--- src/rtl/ysyx_22050078_ctrl_fsm_if.sv ---
// Handshake and status bundle between the control FSM and the fetch/data/datapath side.
// Master is the sequencer; slave is the memory and datapath environment.
interface ysyx_22050078_ctrl_fsm_if #(
    parameter int PC_WIDTH   = 64,
    parameter int INST_WIDTH = 32
);
    logic                  imem_req;
    logic [PC_WIDTH-1:0]   imem_addr;
    logic                  imem_ack;
    logic [INST_WIDTH-1:0] imem_rdata;
    logic [INST_WIDTH-1:0] inst_out;
    logic [PC_WIDTH-1:0]   pc;
    logic [PC_WIDTH-1:0]   exu_next_pc;
    logic                  dmem_req;
    logic                  dmem_we;
    logic                  dmem_ack;
    logic                  rf_wen;
    logic                  halt;
    logic [2:0]            state;
    logic [63:0]           cycle_cnt;
    logic [63:0]           instret_cnt;

    modport master (
        output imem_req, imem_addr, inst_out, pc, dmem_req, dmem_we,
               rf_wen, halt, state, cycle_cnt, instret_cnt,
        input  imem_ack, imem_rdata, exu_next_pc, dmem_ack
    );

    modport slave (
        input  imem_req, imem_addr, inst_out, pc, dmem_req, dmem_we,
               rf_wen, halt, state, cycle_cnt, instret_cnt,
        output imem_ack, imem_rdata, exu_next_pc, dmem_ack
    );
endinterface

--- src/rtl/ysyx_22050078_ctrl_fsm.sv ---
// Multi-cycle sequencer owning PC and IR: fetch, decode, exec, optional mem, write-back; halts on ebreak.
// Latency: 4 cycles per instruction, 5 with a memory access, plus one per imem/dmem wait cycle.
// Backpressure: FETCH and MEM hold their request until ack. YSYX_22050078_PERF_CNT_EN adds perf counters.
module ysyx_22050078_ctrl_fsm #(
    parameter int                  PC_WIDTH   = 64,
    parameter int                  INST_WIDTH = 32,
    parameter logic [PC_WIDTH-1:0] RESET_PC   = 64'h8000_0000
) (
    input  logic                     clk,
    input  logic                     rst,
    ysyx_22050078_ctrl_fsm_if.master bus
);

    typedef enum logic [2:0] {
        ST_IDLE   = 3'd0,
        ST_FETCH  = 3'd1,
        ST_DECODE = 3'd2,
        ST_EXEC   = 3'd3,
        ST_MEM    = 3'd4,
        ST_WB     = 3'd5,
        ST_HALT   = 3'd6
    } state_e;

    localparam logic [6:0]            OP_LOAD   = 7'b0000011;
    localparam logic [6:0]            OP_STORE  = 7'b0100011;
    localparam logic [6:0]            OP_BRANCH = 7'b1100011;
    localparam logic [INST_WIDTH-1:0] EBREAK    = INST_WIDTH'(32'h0010_0073);

    state_e                r_state;
    state_e                w_state_nxt;
    logic [PC_WIDTH-1:0]   r_pc;
    logic [PC_WIDTH-1:0]   r_npc;
    logic [INST_WIDTH-1:0] r_ir;
    logic                  r_imem_req;
    logic                  r_dmem_req;
    logic                  r_dmem_we;
    logic                  r_rf_wen;
    logic                  r_halt;

    logic                  w_ir_ld;
    logic                  w_npc_ld;
    logic                  w_pc_ld;
    logic [6:0]            w_opcode;
    logic [4:0]            w_rd;
    logic                  w_is_store;
    logic                  w_is_mem;
    logic                  w_writes_rf;
    logic                  w_imem_req_nxt;
    logic                  w_dmem_req_nxt;
    logic                  w_dmem_we_nxt;
    logic                  w_rf_wen_nxt;
    logic                  w_halt_nxt;

    assign w_opcode    = r_ir[6:0];
    assign w_rd        = r_ir[11:7];
    assign w_is_store  = (w_opcode == OP_STORE);
    assign w_is_mem    = (w_opcode == OP_LOAD) || w_is_store;
    assign w_writes_rf = !w_is_store && (w_opcode != OP_BRANCH) && (w_rd != 5'd0);

    always_comb begin
        w_state_nxt = r_state;
        w_ir_ld     = 1'b0;
        w_npc_ld    = 1'b0;
        w_pc_ld     = 1'b0;
        unique case (r_state)
            ST_IDLE:   w_state_nxt = ST_FETCH;
            ST_FETCH: begin
                if (bus.imem_ack) begin
                    w_ir_ld     = 1'b1;
                    w_state_nxt = ST_DECODE;
                end
            end
            ST_DECODE: w_state_nxt = (r_ir == EBREAK) ? ST_HALT : ST_EXEC;
            ST_EXEC: begin
                w_npc_ld    = 1'b1;
                w_state_nxt = w_is_mem ? ST_MEM : ST_WB;
            end
            ST_MEM: begin
                if (bus.dmem_ack) begin
                    w_state_nxt = ST_WB;
                end
            end
            ST_WB: begin
                w_pc_ld     = 1'b1;
                w_state_nxt = ST_FETCH;
            end
            ST_HALT:   w_state_nxt = ST_HALT;
            default:   w_state_nxt = ST_IDLE;
        endcase

        // Strobes are decoded from the next state so they register in step with it.
        w_imem_req_nxt = (w_state_nxt == ST_FETCH);
        w_dmem_req_nxt = (w_state_nxt == ST_MEM);
        w_dmem_we_nxt  = (w_state_nxt == ST_MEM) && w_is_store;
        w_rf_wen_nxt   = (w_state_nxt == ST_WB) && w_writes_rf;
        w_halt_nxt     = (w_state_nxt == ST_HALT);
    end

    always_ff @(posedge clk or posedge rst) begin
        if (rst) begin
            r_state    <= ST_IDLE;
            r_pc       <= RESET_PC;
            r_npc      <= '0;
            r_ir       <= '0;
            r_imem_req <= 1'b0;
            r_dmem_req <= 1'b0;
            r_dmem_we  <= 1'b0;
            r_rf_wen   <= 1'b0;
            r_halt     <= 1'b0;
        end else begin
            r_state    <= w_state_nxt;
            r_imem_req <= w_imem_req_nxt;
            r_dmem_req <= w_dmem_req_nxt;
            r_dmem_we  <= w_dmem_we_nxt;
            r_rf_wen   <= w_rf_wen_nxt;
            r_halt     <= w_halt_nxt;
            if (w_ir_ld) begin
                r_ir <= bus.imem_rdata;
            end
            if (w_npc_ld) begin
                r_npc <= bus.exu_next_pc;
            end
            if (w_pc_ld) begin
                r_pc <= r_npc;
            end
        end
    end

    assign bus.imem_req  = r_imem_req;
    assign bus.imem_addr = r_pc;
    assign bus.inst_out  = r_ir;
    assign bus.pc        = r_pc;
    assign bus.dmem_req  = r_dmem_req;
    assign bus.dmem_we   = r_dmem_we;
    assign bus.rf_wen    = r_rf_wen;
    assign bus.halt      = r_halt;
    assign bus.state     = r_state;

`ifdef YSYX_22050078_PERF_CNT_EN
    logic [63:0] r_cycle_cnt;
    logic [63:0] r_instret_cnt;

    // An ebreak never reaches WB, so it is not counted as retired.
    always_ff @(posedge clk or posedge rst) begin
        if (rst) begin
            r_cycle_cnt   <= '0;
            r_instret_cnt <= '0;
        end else begin
            r_cycle_cnt <= r_cycle_cnt + 64'd1;
            if (r_state == ST_WB) begin
                r_instret_cnt <= r_instret_cnt + 64'd1;
            end
        end
    end

    assign bus.cycle_cnt   = r_cycle_cnt;
    assign bus.instret_cnt = r_instret_cnt;
`else
    assign bus.cycle_cnt   = '0;
    assign bus.instret_cnt = '0;
`endif

    a_imem_req_in_fetch: assert property (@(posedge clk) disable iff (rst)
        r_imem_req == (r_state == ST_FETCH));
    a_dmem_req_in_mem: assert property (@(posedge clk) disable iff (rst)
        r_dmem_req == (r_state == ST_MEM));
    a_rf_wen_in_wb: assert property (@(posedge clk) disable iff (rst)
        r_rf_wen |-> (r_state == ST_WB));
    a_halt_sticky: assert property (@(posedge clk) disable iff (rst)
        r_halt |=> r_halt);

endmodule

--- src/flat_wrapper.sv ---
// flat-port wrapper written by rule: the top's interface ports become plain ports
module ysyx_22050078_ctrl_fsm_flat 
#(
    parameter int                  PC_WIDTH   = 64,
    parameter int                  INST_WIDTH = 32,
    parameter logic [PC_WIDTH-1:0] RESET_PC   = 64'h8000_0000
)
  (clk, rst, bus_imem_req, bus_imem_addr, bus_inst_out, bus_pc, bus_dmem_req, bus_dmem_we, bus_rf_wen, bus_halt, bus_state, bus_cycle_cnt, bus_instret_cnt, bus_imem_ack, bus_imem_rdata, bus_exu_next_pc, bus_dmem_ack);
  ysyx_22050078_ctrl_fsm_if #(.PC_WIDTH(PC_WIDTH), .INST_WIDTH(INST_WIDTH)) bus_i ();
  input  logic clk;
  input  logic rst;
  output wire logic [$bits(bus_i.imem_req)-1:0] bus_imem_req;
  output wire logic [$bits(bus_i.imem_addr)-1:0] bus_imem_addr;
  output wire logic [$bits(bus_i.inst_out)-1:0] bus_inst_out;
  output wire logic [$bits(bus_i.pc)-1:0] bus_pc;
  output wire logic [$bits(bus_i.dmem_req)-1:0] bus_dmem_req;
  output wire logic [$bits(bus_i.dmem_we)-1:0] bus_dmem_we;
  output wire logic [$bits(bus_i.rf_wen)-1:0] bus_rf_wen;
  output wire logic [$bits(bus_i.halt)-1:0] bus_halt;
  output wire logic [$bits(bus_i.state)-1:0] bus_state;
  output wire logic [$bits(bus_i.cycle_cnt)-1:0] bus_cycle_cnt;
  output wire logic [$bits(bus_i.instret_cnt)-1:0] bus_instret_cnt;
  input wire logic [$bits(bus_i.imem_ack)-1:0] bus_imem_ack;
  input wire logic [$bits(bus_i.imem_rdata)-1:0] bus_imem_rdata;
  input wire logic [$bits(bus_i.exu_next_pc)-1:0] bus_exu_next_pc;
  input wire logic [$bits(bus_i.dmem_ack)-1:0] bus_dmem_ack;
  assign bus_imem_req = bus_i.imem_req;
  assign bus_imem_addr = bus_i.imem_addr;
  assign bus_inst_out = bus_i.inst_out;
  assign bus_pc = bus_i.pc;
  assign bus_dmem_req = bus_i.dmem_req;
  assign bus_dmem_we = bus_i.dmem_we;
  assign bus_rf_wen = bus_i.rf_wen;
  assign bus_halt = bus_i.halt;
  assign bus_state = bus_i.state;
  assign bus_cycle_cnt = bus_i.cycle_cnt;
  assign bus_instret_cnt = bus_i.instret_cnt;
  assign bus_i.imem_ack = bus_imem_ack;
  assign bus_i.imem_rdata = bus_imem_rdata;
  assign bus_i.exu_next_pc = bus_exu_next_pc;
  assign bus_i.dmem_ack = bus_dmem_ack;
  ysyx_22050078_ctrl_fsm #(.PC_WIDTH(PC_WIDTH), .INST_WIDTH(INST_WIDTH), .RESET_PC(RESET_PC)) u_core (.clk(clk), .rst(rst), .bus(bus_i));
endmodule
--- config.mk ---
export PLATFORM = sky130hd
export DESIGN_NAME = ysyx_22050078_ctrl_fsm_flat
export DESIGN_NICKNAME = d
export VERILOG_FILES = /design/src/rtl/ysyx_22050078_ctrl_fsm_if.sv /design/src/rtl/ysyx_22050078_ctrl_fsm.sv /design/src/flat_wrapper.sv
export SDC_FILE = /design/constraint.sdc
export NUM_CORES = 1
export LEC_CHECK = 0
export CORE_MARGIN = 3
export CORE_UTILIZATION = 30
export DETAILED_ROUTE_END_ITERATION = 8
export PLACE_DENSITY_LB_ADDON = 0.25
export SLEW_MARGIN = 10
export SYNTH_ARGS = -nofsm -noshare
export SYNTH_HDL_FRONTEND = slang
export SYNTH_SLANG_ARGS = --single-unit
--- constraint.sdc ---
create_clock -name clk -period 9.6 [get_ports clk]
set_input_delay 1.44 -clock clk [delete_from_list [all_inputs] [get_ports clk]]
set_output_delay 1.44 -clock clk [all_outputs]
set_load 0.01 [all_outputs]
==> metrics.md <==
| Metric | Value |
|---|---|
| Root buf cell | clkbuf_16 |
| Sequential element share of the synthesized area | 0.538 |
| Setup violators final | 0 |
| Synth top area share | 0.535 |
| Die area | 28000 um^2 |
| Largest net degree at the start of global routing | 102 |
| R2r startpoint | u_core.bus.state[0] |
| Final ANT Viol Nets | 0 |
| Synth Area in Adders | 0 |
| Critical Path RT | 10.03 ns |
| Port-buffer cells | 267 |
| Most common cell after layout, fill and taps aside | clkdlybuf4s50_1 |
| Final Hold Viols | 0 |
| Post-synth top area cell | dfrtp_1 |
| Worst hold path startpoint | u_core.r_npc[12] |
| Post-Syn Instances | 579 |
| Area Overhead vs Synth | 33.8% |
| Sinks on the clock net | 168 |
| Clk slew on worst S/H paths | 0.07 ns |
| Lkg Pwr | 4.48 nW |
| Die height | 167 um |
| Initial DRT Pass Iterations | 4 |
| CP arrival | 3.51 ns |
| Synth Area in Compound Gates | 0.00928 |
| Final setup TNS | 0 ns |
| First DRT Iteration DRCs | 174 |
| Clock Path Buffers | 2 |
| Post-CTS Setup Bufs | 0 |
| WL final | 17400 um |
| Worst Setup End Kind | asynchronous set/reset pin |
| Placer congestion estimate | 0.709 |
| Hold slack | 0.491 ns |
| Worst-skew pair later-pin latency | 0.41 ns |
| Mux cell area share after synthesis | 0.229 |
| Share of cells above drive strength 1 | 0.253 |
| RSZ-0062 raised after global routing | no |
| CP startpoint kind | primary input |
| CTS tree | built |
| Worst Hold Class | register to register |
| Initial antenna violation count | 0 |
| Synth unique cells | 28 |
| Xor and xnor area share after synthesis | 0 |
| Nets | 884 |
| Crit Path Category | primary input to asynchronous set/reset pin |
| Vias | 4488 |
| Worst Path Max Fanout | 101 |
| Slew @ Worst Pin | 1.01 ns |
| #FFs+latches synth | 168 |
| Post-DP HPWL | 12400 um |
| Mapped Area | 7820 um^2 |
| H-tree depth | 4 |
| Max-slew violation count | 0 |
| I/O pins | 396 |
| Max Freq | 324 MHz |
| Commonest cells after routing, fill and taps aside | 267 x clkdlybuf4s50_1, 167 x dfrtp_1, 159 x mux2_2 |
| Die X-Extent | 167 um |
| Wire length per cell | 15.4 um |
| Number of cell rows | 58 |
| Core Footprint | 25400 um^2 |
| Min cycle time layout | 3.08 ns |
| Period utilisation layout | 0.321 |
| CP Launch Point | rst |
| Post-CTS sizing | 0 |
| Drt drc | 0 |
| Simple-gate share of the synthesized area | 0.0264 |
| Outcome | finished, final reports clean |
| Syn avg cell area | 13.5 um^2 |
| Yosys warns | 0 |
| VDD IR max | 0.170 mV |
| Max Cap Violations | 0 |
| Cts bufs inserted | 17 |
| Antenna cells | 0 |
| Slew headroom | 0.328 |
| Top post-synthesis cells by area | dfrtp_1 53%, mux2_2 23%, buf_4 18%, buf_2 1.1%, dfstp_2 0.34% |
| Pwr dens | 348 nW/um^2 |
| Global route total overflow | 0 |
| Vias/cell | 3.98 |
| Tot GR Track Use | 0.119 |
| Starting Density | 0.308 |
| Final Skew | 0.00963 ns |
| Main combinational cell family by area after synthesis | multiplexers |
| Hold buffers post-CTS | 0 |
| Vias in the first global route | 4450 |
| First-pass GRT wire length | 26000 um |
final timing paths:
check                      slack, ns                  endpoint  depth (start not counted)
hold reg to reg                 0.49  u_core.bus.imem_addr[12]                          1
max in group clk                6.60              bus_state[1]                          1
min in group asynchronous       1.59  u_core.bus.imem_addr[35]                          2
hold / removal                  0.49  u_core.bus.imem_addr[12]                          1
setup / recovery                6.52          u_core.r_npc[42]                          3
setup reg to reg                7.46          u_core.r_npc[57]                          3
cells in the mapped netlist, drive strengths merged:
master and count:
inv 3, a21oi 3, nor3 1, o31ai 1, or2b 2, nor2b 3, and2 1, o211ai 1
a32o 1, a211oi 1, nor4 5, and2b 1, dfstp 1, nand2 6, dfrtp 167, o21ba 1
buf 209, and4bb 2, o21ai 2, and3b 1, mux2 159, or4 1, conb 1, nor2 2
nand4 2, nor4bb 2
worst max-delay path, cell delays in order:
cell             delay (ns)
clkdlybuf4s50_1        0.46
inv_6                  0.65
buf_4                  0.82
registers in the layout, summed over array words and instances (netlist names):
name / cells
u_core.bus.dmem_req: 1
u_core.bus.dmem_we: 1
u_core.bus.halt: 1
u_core.bus.imem_addr: 64
u_core.bus.imem_req: 1
u_core.bus.inst_out: 32
u_core.bus.rf_wen: 1
u_core.bus.state: 3
u_core.r_npc: 64
layer usage:
metal  share of wire  up-vias  GRT usage
met5               0        -          0
met4          0.0066        0     0.0235
li1                -     2046          -
met1            0.39     2208      0.138
met3            0.11        6     0.0621
met2            0.49      228      0.198
layout make-up:
type / instances / area (um^2)
Fill cell: 2459 / 14900
Sequential cell: 168 / 4210
Timing Repair Buffer: 268 / 2680
Multi-Input combinational cell: 326 / 2560
Clock buffer: 18 / 439
Tap cell: 330 / 413
Clock inverter: 14 / 139
Inverter: 3 / 16.3
report_power, final:
group | internal, mW | total, mW | switching, mW
Combinational | 1.03 | 1.63 | 0.602
Clock | 0.373 | 0.675 | 0.303
Sequential | 1.08 | 1.33 | 0.254
Total | 2.48 | 3.64 | 1.16
per-stage QoR:
step                setup slack (ns)  instances  cell area, um^2  power, mW  utilization
global route                    6.20       1127            10500       3.87        0.412
floorplan                       3.61        706             8290       2.30            -
finish                          6.52       1127            10500       3.64        0.412
global placement                5.95       1095             9880       3.00        0.389
CTS                             6.44       1127            10500       3.71        0.412
detailed placement              5.97       1095             9880       3.02        0.389
cell families (layout without fill, tap and decap cells):
family	after synthesis	in the layout
other cells	1	128
flops	168	168
simple gates	29	29
compound gates	10	10
mux	159	159
buf+inv	212	303
Note: power is estimated with default switching activity, not from simulation.
